`config.mk`:
```
export PLATFORM = sky130hd
export DESIGN_NAME = bidir_piso_tx
export DESIGN_NICKNAME = d
export VERILOG_FILES = /design/src/rtl/bidir_piso_tx.sv
export SDC_FILE = /design/constraint.sdc
export NUM_CORES = 1
export LEC_CHECK = 0
export CAP_MARGIN = 20
export CELL_PAD_IN_SITES_DETAIL_PLACEMENT = 0
export CELL_PAD_IN_SITES_GLOBAL_PLACEMENT = 1
export CORE_MARGIN = 5
export CORE_UTILIZATION = 38
export DETAILED_ROUTE_END_ITERATION = 8
export HOLD_SLACK_MARGIN = 0.05
export PLACE_DENSITY = 0.89
export SETUP_SLACK_MARGIN = 0.2
export SYNTH_ARGS = -nofsm -noshare
export SYNTH_HDL_FRONTEND = slang
export SYNTH_SLANG_ARGS = --single-unit
```
`constraint.sdc`:
```
create_clock -name clk -period 2.8 [get_ports clk]
set_input_delay 0.56 -clock clk [delete_from_list [all_inputs] [get_ports clk]]
set_output_delay 0.56 -clock clk [all_outputs]
set_load 0.02 [all_outputs]
```
`src/rtl/bidir_piso_tx.sv`:
```
// Parallel-in, serial-out transmitter with per-frame LSB/MSB-first select and registered outputs.
// Define BIDIR_PISO_PARITY_EN to append an even-parity bit to every frame.
module bidir_piso_tx #(
    parameter int unsigned WIDTH = 4
) (
    input  logic             clk,
    input  logic             rst,
    input  logic [WIDTH-1:0] din,
    input  logic             load_valid,
    input  logic             rl_mode,
    output logic             load_ready,
    output logic             sout,
    output logic             sout_valid,
    output logic             sout_last,
    output logic             busy
);

    localparam int unsigned CW = (WIDTH > 1) ? $clog2(WIDTH) : 1;

`ifdef BIDIR_PISO_PARITY_EN
    typedef enum logic [1:0] {StIdle, StShift, StParity} state_e;
`else
    typedef enum logic [0:0] {StIdle, StShift} state_e;
`endif

    state_e           state_q, state_d;
    logic [WIDTH-1:0] shreg_q, shreg_d;
    logic [CW-1:0]    cnt_q, cnt_d;
    logic             dir_q, dir_d;
    logic             sout_d, sout_valid_d, sout_last_d;
    logic             load_ready_d, busy_d;
    logic [WIDTH-1:0] shifted;
    logic             last_bit;
`ifdef BIDIR_PISO_PARITY_EN
    logic             parity_q, parity_d;
`endif

    assign last_bit = (cnt_q == CW'(WIDTH - 1));
    // Next word position: the bit to emit next always sits at the exit end of shreg.
    assign shifted  = dir_q ? {shreg_q[WIDTH-2:0], 1'b0} : {1'b0, shreg_q[WIDTH-1:1]};

    always_ff @(posedge clk or posedge rst) begin
        if (rst) begin
            state_q <= StIdle;
        end else begin
            state_q <= state_d;
        end
    end

    always_comb begin
        state_d = state_q;
        unique case (state_q)
            StIdle: begin
                if (load_valid) state_d = StShift;
            end
            StShift: begin
`ifdef BIDIR_PISO_PARITY_EN
                if (last_bit) state_d = StParity;
`else
                if (last_bit) state_d = StIdle;
`endif
            end
`ifdef BIDIR_PISO_PARITY_EN
            StParity: state_d = StIdle;
`endif
            default: state_d = StIdle;
        endcase
    end

    always_comb begin
        shreg_d      = shreg_q;
        cnt_d        = cnt_q;
        dir_d        = dir_q;
        sout_d       = 1'b0;
        sout_valid_d = 1'b0;
        sout_last_d  = 1'b0;
`ifdef BIDIR_PISO_PARITY_EN
        parity_d     = parity_q;
`endif
        unique case (state_q)
            StIdle: begin
                if (load_valid) begin
                    shreg_d      = din;
                    dir_d        = rl_mode;
                    cnt_d        = '0;
                    sout_d       = rl_mode ? din[WIDTH-1] : din[0];
                    sout_valid_d = 1'b1;
`ifdef BIDIR_PISO_PARITY_EN
                    parity_d     = ^din;
`endif
                end
            end
            StShift: begin
                if (last_bit) begin
`ifdef BIDIR_PISO_PARITY_EN
                    sout_d       = parity_q;
                    sout_valid_d = 1'b1;
                    sout_last_d  = 1'b1;
`endif
                end else begin
                    cnt_d        = cnt_q + CW'(1);
                    shreg_d      = shifted;
                    sout_d       = dir_q ? shifted[WIDTH-1] : shifted[0];
                    sout_valid_d = 1'b1;
`ifndef BIDIR_PISO_PARITY_EN
                    sout_last_d  = (cnt_q == CW'(WIDTH - 2));
`endif
                end
            end
            default: ;
        endcase
        load_ready_d = (state_d == StIdle);
        busy_d       = (state_d != StIdle);
    end

    always_ff @(posedge clk or posedge rst) begin
        if (rst) begin
            shreg_q    <= '0;
            cnt_q      <= '0;
            dir_q      <= 1'b0;
            sout       <= 1'b0;
            sout_valid <= 1'b0;
            sout_last  <= 1'b0;
            load_ready <= 1'b1;
            busy       <= 1'b0;
`ifdef BIDIR_PISO_PARITY_EN
            parity_q   <= 1'b0;
`endif
        end else begin
            shreg_q    <= shreg_d;
            cnt_q      <= cnt_d;
            dir_q      <= dir_d;
            sout       <= sout_d;
            sout_valid <= sout_valid_d;
            sout_last  <= sout_last_d;
            load_ready <= load_ready_d;
            busy       <= busy_d;
`ifdef BIDIR_PISO_PARITY_EN
            parity_q   <= parity_d;
`endif
        end
    end

endmodule

```
==> results by group, run 1 <==
Drt
  • Vias: 364
  • Drt via density: approximately 4.9
  • WL final: approximately 970 um
  • Final ANT Viol Nets: 0
  • DR WL/cell: 13.1 um
  • DRT iter0 DRCs: 0
  • DR pass1 iterations: 1
  • Residual DRC: 0

Final layout
  • N_diodes: 0
  • Register area: between 200 and 300 um^2
  • Synthesis-to-finish area growth: 28.4%
  • # fillers: ~130
  • Multi-input gate area: ~230 um^2
  • NumNets Final: 71
  • Finished Cell Area: between 600 and 700 um^2
  • Layout cells sized above 1: around 8.5%

Floorplan
  • DIE WIDTH: 47.3 um
  • Total die area: around 0.0022 mm^2
  • Starting Density: 40.6%
  • Io pins: 13
  • Die H: ~47 um
  • Row count: 13
  • Core area: about 0.0013 mm^2

Hold path
  • Hold path depth: 1
  • Hold WC Path Type: reg -> reg

Power
  • VDD IR max: 0.565 mV
  • Lkg Pwr: 0.305 nW
  • PD cells: 1170 mW/mm^2

Critical path
  • Crit-path slowest cell: clkdlybuf4s50_1
  • Crit-path max cell delay: ~0.66 ns
  • Data arrival, critical path: around 1.4 ns
  • Critical Path Source Type: register
  • Critical Path Stages: 1
  • CP Capture Type: output port
  • Worst Path Required: around 2.2 ns
  • Cells on worst reg2reg path: 2
  • Crit Path Max Fanout: 11
  • Worst-path cell chain: clkdlybuf4s50_1
  • Buffers plus inverters on the worst setup path: 1
  • Critical path class: reg -> out
  • CP top delay family: buffers and inverters

GRT
  • First-pass GRT wire length: between 1.5 and 2 mm
  • Vias in the first global route: 361
  • Pin count of the biggest net entering global routing: 12
  • Total grt overflow: 0
  • Initial antenna violation count: 0
  • All-layer global routing usage: between 10% and 20%

Logic synthesis
  • Cells after Synth: 45
  • EDFF count, synth: 0
  • Flip-flop and latch count after synthesis: 11
  • Synth Flop Type: dfrtp_1
  • Post-synthesis cell type count: 24
  • Syn Std Cell Area: 528 um^2
  • FFs w/ async S/R, synth: 100%
  • Sequential share of the synthesized area: between 50% and 60%
  • Mapped Avg Cell Area: about 12 um^2
  • Yosys warns: 0
  • Mapped Nets: 56

Clock network
  • CTS tree: done
  • Post-CTS sizing: 0
  • Clk buf depth: 2
  • CTS H-tree lvls: 1
  • Number of hold buffers added after cts: 0
  • Clk Latency, worst-skew pair: 0.27 ns
  • Setup Fix Bufs, Post-CTS: 0
  • Worst-path clk slew: 0.06 ns
  • CTS Root Cell: clkbuf_4
  • Total CTS buffers: 3
  • # clock sinks: 11

STA
  • Setup repair after global routing missed its margin: false
  • Max_slew headroom: between 70% and 80%
  • Max-slew violations: 0
  • Final Cycle Share: between 70% and 80%
  • Fmax: 504 MHz
  • Setup TNS: 0 ns
  • Worst slew pin tran: between 0.4 and 0.5 ns
  • Hold Fails Final Rpt: 0
  • Min setup slack post-route: 0.816 ns
  • Final setup fails: 0
  • Crit path time final: roughly 2.0 ns
  • Clk_skew: around 0.0024 ns

Place
  • I/O Buffers: 12
  • Placer Congestion: about 0.8
  • Final HPWL DP: roughly 740 um
  • Dpl ws: between 1 and 1.5 ns
  • DP Area: about 650 um^2

Status
  • Outcome: complete, no violations

Job
  • Maxcap violations: 0
logic make-up (layout without fill, tap and decap cells):
logic type	count (synthesis)	count (layout)	share of synthesized area [%]
AOI/OAI and AO/OA	11	11	15.2
adders and majority gates	3	3	7.11
buffers and inverters	4	18	4.27
DFF	11	11	52.4
muxes	4	4	7.82
and+or+nand+nor	12	12	13.3
cells in the final DEF, fill, tap and decap left out, drive strengths merged:
cell and n:
a21oi 1, a2bb2oi 1, a31oi 1, and2 1
and3b 1, clkbuf 4, clkdlybuf4s50 12, dfrtp 10
dfstp 1, ha 3, inv 2, mux2 1
mux2i 3, nand2 4, nand2b 2, nand3 2
nor2 1, nor2b 1, o21a 1, o21ai 3
o221a 2, o22a 1, o22ai 1
power breakdown:
part	switching, mW	total [mW]	internal [mW]
clock	0.0487	0.104	0.0551
combinational	0.175	0.368	0.192
sequential	0.0793	0.324	0.245
final timing paths:
| kind | startpoint | endpoint | slack, ns |
|---|---|---|---|
| min in group asynchronous | rst | busy$_DFF_PP0_ | 0.58 |
| hold reg to reg | shreg_q[0]$_DFFE_PP0P_ | shreg_q[0]$_DFFE_PP0P_ | 0.53 |
| hold / removal | shreg_q[0]$_DFFE_PP0P_ | shreg_q[0]$_DFFE_PP0P_ | 0.53 |
| max in group asynchronous | rst | load_ready$_DFF_PP1_ | 1.90 |
| setup / recovery | busy$_DFF_PP0_ | busy | 0.82 |
| setup reg to reg | busy$_DFF_PP0_ | dir_q$_DFFE_PP0P_ | 1.44 |
synth_stat cells, types with 2 or more instances:
master / count / area share (%)
o21ai_1: 2 / 1.9
ha_1: 3 / 7.1
inv_1: 2 / 1.4
nand2b_1: 2 / 2.4
nand3_1: 2 / 1.9
mux2i_1: 3 / 5.7
o221a_1: 2 / 4.3
buf_4: 2 / 2.8
dfrtp_1: 10 / 47
nand2_1: 3 / 2.1
metrics by stage:
| step | instances | hold slack (ns) | power, mW | utilization [%] |
|---|---|---|---|---|
| 2_1_floorplan | 45 | 0.412 | 0.581 | - |
| 3_3_place_gp | 70 | 0.516 | 0.693 | 50.1 |
| 5_1_grt | 74 | 0.551 | 0.862 | 52.1 |
| 3_5_place_dp | 70 | 0.508 | 0.697 | 50.1 |
| 4_1_cts | 74 | 0.531 | 0.808 | 52.1 |
| 6_report | 74 | 0.526 | 0.796 | 52.1 |
worst register-to-register path, cell delays in order, from the launching register on:
cell and delay (ns):
dfrtp_1 0.50, nand2b_1 0.39, mux2_1 0.36
layer usage:
metal / GRT usage [%] / part of all wire, %
met1: 13.3 / 45
met2: 14.4 / 44
met3: 6.13 / 9.3
met4: 6.63 / 2.0
met5: 0 / 0
layout make-up:
type,instances,area share (%)
flip-flops and latches,11,40.8
multi-input cells,30,33.8
repair buffers,12,17.7
clock buffers,4,3.87
well taps,15,2.77
inverters,2,1.11
registers in the layout, indices dropped and copies added (netlist names):
register and cells:
busy 1, cnt_q 2, sout_last 1, shreg_q 4
load_ready 1, sout 1, dir_q 1
Note: power is estimated with default switching activity, not from simulation.
==> inputs of run 2 (changes only) <==
--- a/config.mk
+++ b/config.mk
@@ -9,10 +9,10 @@
 export CELL_PAD_IN_SITES_DETAIL_PLACEMENT = 0
 export CELL_PAD_IN_SITES_GLOBAL_PLACEMENT = 1
 export CORE_MARGIN = 5
-export CORE_UTILIZATION = 38
+export CORE_UTILIZATION = 35
 export DETAILED_ROUTE_END_ITERATION = 8
 export HOLD_SLACK_MARGIN = 0.05
-export PLACE_DENSITY = 0.89
+export PLACE_DENSITY = 0.83
 export SETUP_SLACK_MARGIN = 0.2
 export SYNTH_ARGS = -nofsm -noshare
 export SYNTH_HDL_FRONTEND = slang
==> constraint.sdc (replaced) <==
create_clock -name clk -period 2 [get_ports clk]
set_input_delay 0.4 -clock clk [delete_from_list [all_inputs] [get_ports clk]]
set_output_delay 0.4 -clock clk [all_outputs]
set_load 0.02 [all_outputs]
==> results by group, run 2 (synthesis results as in run 1) <==
Floorplan
  • Starting Density: 35.9% (-4.7 points)
  • DIE WIDTH: 48.8 um (+3.3%)
  • Io pins: 13 (unchanged)
  • Core area: 0.00147 mm^2 (+13%)
  • Total die area: 0.00239 mm^2 (+6.7%)
  • Row count: 14 (+1)
  • Die H: 48.8 um (+3.3%)

Final layout
  • Register bank with the most flops: shreg_q
  • Layout Cells excl Fill: 75 (+1.4%)
  • Layout cells sized above 1: 8.47% (unchanged)
  • Synthesis-to-finish area growth: 28.7%
  • Largest regs: shreg_q (4), cnt_q (2)
  • Final core occ: 46.2% (-5.9 points)
  • Most common cell after layout, fill and taps aside: dfrtp_1
  • NumNets Final: 71 (unchanged)
  • N_diodes: 0 (unchanged)
  • Number of flip-flops under the largest register name: 4 (unchanged)
  • Commonest cells after routing, fill and taps aside: dfrtp_1, clkdlybuf4s50_1
  • Finished Cell Area: 679 um^2 (+0.18%)
  • # fillers: 148 (+16%)

GRT
  • All-layer global routing usage: 9.59% (-1.2 points)
  • First-pass GRT wire length: 1.73 mm (+9.2%)
  • Total grt overflow: 0 (unchanged)
  • Vias in the first global route: 376 (+4.2%)
  • Initial antenna violation count: 0 (unchanged)
  • Pin count of the biggest net entering global routing: 12 (unchanged)

Power
  • Combinational share of power: 45.5% (-0.7 points)
  • Sw frac: 39.2% (+1.1 points)
  • PD cells: 1630 mW/mm^2 (+39%)
  • Int Pwr: 672 uW (+36%)
  • VDD IR max: 0.704 mV (+24%)
  • Lkg Pwr: 0.319 nW (+4.8%)
  • Net Switching: 434 uW (+43%)
  • Flop pwr share: 41.0% (+0.2 points)
  • Clock share of power: 13.5% (+0.5 points)

Critical path
  • RR Endpoint: shreg_q[1]$_DFFE_PP0P_
  • Data arrival, critical path: 1.18 ns (-0.24 ns)
  • Worst Path Required: 1.60 ns (-0.64 ns)
  • Worst R2R Start: busy$_DFF_PP0_
  • Critical Path Source Type: register
  • Worst-path cell chain: clkdlybuf4s50_1
  • Cells on worst reg2reg path: 3 (+1)
  • CP top delay family: buffers and inverters
  • Critical path class: reg -> out
  • FF-to-FF setup slack: 0.62 ns (-0.82 ns)
  • Crit Path Max Fanout: 1 (-10)
  • CP Capture Type: output port
  • Crit-path slowest cell: clkdlybuf4s50_1
  • Crit-path max cell delay: 0.59 ns (-0.07 ns)
  • Buffers plus inverters on the worst setup path: 1 (unchanged)

Place
  • Dpl ws: 0.379 ns (-0.647 ns)
  • Placed cell count: 71 (+1.4%)
  • I/O Buffers: 12 (unchanged)
  • Final HPWL DP: 752 um (+1.1%)
  • DP Area: 653 um^2 (+0.19%)
  • Placer Congestion: 0.786 (about the same)

STA
  • Min setup slack post-route: 0.416 ns (-0.400 ns)
  • Setup repair after global routing missed its margin: false
  • Worst slew pin tran: 0.425 ns (+0.0223 ns)
  • Final Cycle Share: between 70% and 80%
  • Hold Fails Final Rpt: 0 (unchanged)
  • Max-slew violations: 0 (unchanged)
  • Clk_skew: 0.00229 ns (-0.0000885 ns)
  • Fmax: 631 MHz
  • Setup TNS: 0 ns (unchanged)
  • Max_slew headroom: 71.7% (-1.5 points)
  • Final setup fails: 0 (unchanged)
  • Crit path time final: roughly 1.6 ns

Clock network
  • Clk Latency, worst-skew pair: 0.27 ns (about the same)
  • Total CTS buffers: 3 (unchanged)
  • # clock sinks: 11 (unchanged)
  • Clk buf depth: 2 (unchanged)
  • CTS tree: done
  • Worst-path clk slew: 0.07 ns (about the same)
  • CTS H-tree lvls: 1 (unchanged)
  • Setup Fix Bufs, Post-CTS: 0 (unchanged)
  • CTS Root Cell: clkbuf_4
  • Number of hold buffers added after cts: 0 (unchanged)

Job
  • Maxcap violations: 0 (unchanged)

Drt
  • Residual DRC: 0 (unchanged)
  • DR pass1 iterations: 4 (+3)
  • Vias: 388 (+6.6%)
  • DRT iter0 DRCs: 8 (+8)
  • Drt via density: 5.17 (+5.2%)
  • WL final: 1.02 mm (+4.7%)
  • DR WL/cell: 13.5 um (+3.3%)
  • Final ANT Viol Nets: 0 (unchanged)

Status
  • Outcome: complete, no violations

Hold path
  • Hold WC Path Type: in -> async
[run 2: changes by cell type in the layout (fill, tap and decap cells not counted)]
cell,change
clkdlybuf4s50_1,-3
dlygate4sd2_1,+2
dlymetal6s2s_1,+1
[run 2: repair_timing]
| action | in CTS | in global routing |
|---|---|---|
| setup endpoints to repair | 2 | 1 |
| resized for setup | 2 | 1 |
| hold endpoints to repair | 0 | 0 |
[run 2: per-stage QoR]
stage          power (mW)  hold WS (ns)
2_1_floorplan       0.814         0.252
3_3_place_gp        0.973         0.503
3_5_place_dp        0.978         0.499
4_1_cts              1.12         0.426
5_1_grt              1.20         0.466
6_report             1.11         0.423
[run 2: final cells by class]
| cell class | count | area (um^2) | area share, % |
|---|---|---|---|
| Clock buffer | 4 | 26.3 | 3.87 |
| Inverter | 2 | 7.51 | 1.10 |
| Timing Repair Buffer | 12 | 120 | 17.7 |
| Multi-Input combinational cell | 30 | 229 | 33.7 |
| Tap cell | 16 | 20.0 | 2.95 |
| Sequential cell | 11 | 277 | 40.7 |
[run 2: how the worst max path moves through the flow]
| stage | from | to | slack [ns] | cells after the start |
|---|---|---|---|---|
| 2_1_floorplan | busy$_DFF_PP0_ | dir_q$_DFFE_PP0P_ | 0.73 | 3 |
| 3_3_place_gp | load_valid | shreg_q[0]$_DFFE_PP0P_ | 0.39 | 4 |
| 3_5_place_dp | load_valid | shreg_q[0]$_DFFE_PP0P_ | 0.38 | 4 |
| 4_1_cts | load_ready$_DFF_PP1_ | load_ready | 0.21 | 1 |
| 5_1_grt | sout$_DFF_PP0_ | sout | 0.37 | 1 |
| 6_report | sout_last$_DFF_PP0_ | sout_last | 0.42 | 1 |
[run 2: power groups by stage]
| stage | logic [mW] | clock network, mW | registers (mW) |
|---|---|---|---|
| 2_1_floorplan | 0.339 | 0 | 0.475 |
| 3_3_place_gp | 0.516 | 0 | 0.457 |
| 3_5_place_dp | 0.523 | 0 | 0.456 |
| 4_1_cts | 0.512 | 0.159 | 0.450 |
| 5_1_grt | 0.556 | 0.172 | 0.470 |
| 6_report | 0.504 | 0.149 | 0.454 |
[run 2: metal layers]
metal  part of all wire, %  vias up  GRT usage (%)
met5                     0        -              0
met4                   1.7        0           4.04
met3                   9.0        2           6.73
met2                    44       14           12.4
met1                    46      182           12.1
li1                      -      190              -
==> inputs of run 3 (changes only) <==
==> constraint.sdc (replaced) <==
create_clock -name clk -period 1.6 [get_ports clk]
set_input_delay 0.32 -clock clk [delete_from_list [all_inputs] [get_ports clk]]
set_output_delay 0.32 -clock clk [all_outputs]
set_load 0.02 [all_outputs]
==> results by group, run 3 (synthesis results as in run 1) <==
Status
  • Outcome: complete, no violations

Power
  • Clock share of power: 13.7% (+0.2 points)
  • Int Pwr: 831 uW (+24%)
  • Combinational share of power: 45.9% (+0.4 points)
  • Net Switching: 538 uW (+24%)
  • VDD IR max: 0.830 mV (+18%)
  • Sw frac: 39.3% (about the same)
  • Lkg Pwr: 0.318 nW (-0.32%)
  • PD cells: 2020 mW/mm^2 (+24%)
  • Flop pwr share: 40.4% (-0.6 points)

Drt
  • DR WL/cell: 13.4 um (-1.3%)
  • WL final: 1.02 mm (unchanged)
  • Drt via density: 4.87 (-5.9%)
  • DRT iter0 DRCs: 8 (unchanged)
  • Residual DRC: 0 (unchanged)
  • Vias: 370 (-4.6%)
  • DR pass1 iterations: 4 (unchanged)
  • Final ANT Viol Nets: 0 (unchanged)

Clock network
  • CTS Root Cell: clkbuf_4
  • Clk Latency, worst-skew pair: 0.26 ns (about the same)
  • Worst-path clk slew: 0.07 ns (about the same)
  • Clk buf depth: 2 (unchanged)
  • Number of hold buffers added after cts: 0 (unchanged)
  • Setup Fix Bufs, Post-CTS: 0 (unchanged)
  • # clock sinks: 11 (unchanged)
  • Total CTS buffers: 3 (unchanged)
  • CTS tree: done
  • CTS H-tree lvls: 1 (unchanged)

Final layout
  • Register bank with the most flops: shreg_q
  • NumNets Final: 72 (+1.4%)
  • Layout cells sized above 1: 11.7% (+3.2 points)
  • Synthesis-to-finish area growth: 28.2%
  • Multi-input gate area: 229 um^2 (unchanged)
  • Final core occ: 46.0% (-0.17 points)
  • Commonest cells after routing, fill and taps aside: dfrtp_1, clkdlybuf4s50_1, dlygate4sd2_1
  • Register area: 277 um^2 (unchanged)
  • Number of flip-flops under the largest register name: 4 (unchanged)
  • Most common cell after layout, fill and taps aside: dfrtp_1
  • # fillers: 146 (-1.4%)
  • N_diodes: 0 (unchanged)
  • Largest regs: shreg_q (4), cnt_q (2)

STA
  • Max-slew violations: 0 (unchanged)
  • Max_slew headroom: 72.0% (+0.33 points)
  • Final Cycle Share: between 80% and 90%
  • Setup repair after global routing missed its margin: true
  • Final setup fails: 0 (unchanged)
  • Crit path time final: between 1 and 1.5 ns
  • Hold Fails Final Rpt: 0 (unchanged)
  • Setup TNS: 0 ns (unchanged)
  • Fmax: ~740 MHz
  • Clk_skew: 0.00192 ns (-0.000374 ns)
  • Worst slew pin tran: 0.420 ns (-0.00500 ns)

Critical path
  • Cells on worst reg2reg path: 4 (+1)
  • Data arrival, critical path: 1.03 ns (-0.15 ns)
  • Critical Path Source Type: register
  • Crit-path slowest cell: dfrtp_1
  • Worst Path Required: 1.28 ns (-0.32 ns)
  • Buffers plus inverters on the worst setup path: 1 (unchanged)
  • Crit-path max cell delay: 0.41 ns (-0.18 ns)
  • Worst-path cell chain: dlygate4sd2_1
  • Crit Path Max Fanout: 6 (+5)
  • Critical Path Stages: 1 (unchanged)
  • Critical path class: reg -> out
  • CP top delay family: flip-flops
  • CP Capture Type: output port

Place
  • Placer Congestion: 0.791 (+0.65%)
  • Final HPWL DP: 733 um (-2.6%)
  • I/O Buffers: 12 (unchanged)

GRT
  • Total grt overflow: 0 (unchanged)
  • Initial antenna violation count: 0 (unchanged)
  • Pin count of the biggest net entering global routing: 12 (unchanged)
  • Vias in the first global route: 357 (-5.1%)
  • First-pass GRT wire length: 1.69 mm (-2.0%)
  • All-layer global routing usage: 9.64% (+0.051 points)

Floorplan
  • Die H: 48.8 um (unchanged)
  • Starting Density: 35.9% (unchanged)
  • Io pins: 13 (unchanged)
  • Total die area: 0.00239 mm^2 (unchanged)
  • DIE WIDTH: 48.8 um (unchanged)
  • Core area: 0.00147 mm^2 (unchanged)
  • Row count: 14 (unchanged)

Job
  • Maxcap violations: 0 (unchanged)

Hold path
  • Hold WC Path Type: in -> async
==> run 3: changes by cell type in the layout (fill, tap and decap cells not counted), sizes merged <==
cell / delta
buf: +1
clkbuf: +1
clkdlybuf4s50: -2
dlygate4sd2: +2
dlymetal6s2s: -1
==> run 3: final timing paths <==
| kind | from | end | slack [ns] |
|---|---|---|---|
| max | busy$_DFF_PP0_ | sout_valid | 0.25 |
| min | rst | dir_q$_DFFE_PP0P_ | 0.35 |
| max reg2reg | cnt_q[0]$_DFFE_PP0P_ | shreg_q[0]$_DFFE_PP0P_ | 0.29 |
| min reg2reg | busy$_DFF_PP0_ | load_ready$_DFF_PP1_ | 0.52 |
| max in group asynchronous | rst | load_ready$_DFF_PP1_ | 0.93 |
| min in group clk | busy$_DFF_PP0_ | load_ready$_DFF_PP1_ | 0.52 |
==> run 3: final cells by class <==
class / instances / area share [%]
clock buffers: 4 / 3.88
inverters: 2 / 1.11
multi-input cells: 30 / 33.8
flip-flops and latches: 11 / 40.9
well taps: 16 / 2.96
repair buffers: 13 / 17.4
==> run 3: metrics by stage <==
stage                     std cells  setup slack (ns)  hold slack [ns]  cell area (um^2)  power, mW
after detailed placement         72            0.0629            0.505               661       1.24
after global placement           72            0.0660            0.504               661       1.23
after floorplan                  45             0.333            0.172               528       1.02
after CTS                        76             0.169            0.356               681       1.39
final                            76             0.248            0.349               677       1.37
after global routing             76             0.180            0.392               677       1.49
==> run 3: what timing repair did <==
action | in CTS | in global routing
setup endpoints to repair | 5 | 3
resized for setup | 5 | 2
endpoints found under the hold margin | 0 | 0
==> run 3: power groups by stage <==
stage | clock network [mW] | registers [mW] | logic, mW
CTS | 0.196 | 0.553 | 0.638
detailed placement | 0 | 0.559 | 0.678
floorplan | 0 | 0.594 | 0.423
global placement | 0 | 0.556 | 0.678
global route | 0.215 | 0.576 | 0.699
finish | 0.188 | 0.553 | 0.628
==> run 3: per-layer routing <==
layer | wire length [um] | GRT usage, % | share of wire [%]
met5 | 0 | 0 | 0
met4 | 21 | 5.38 | 2.1
met3 | 74 | 6.42 | 7.3
met2 | 433 | 12.6 | 43
met1 | 487 | 11.6 | 48
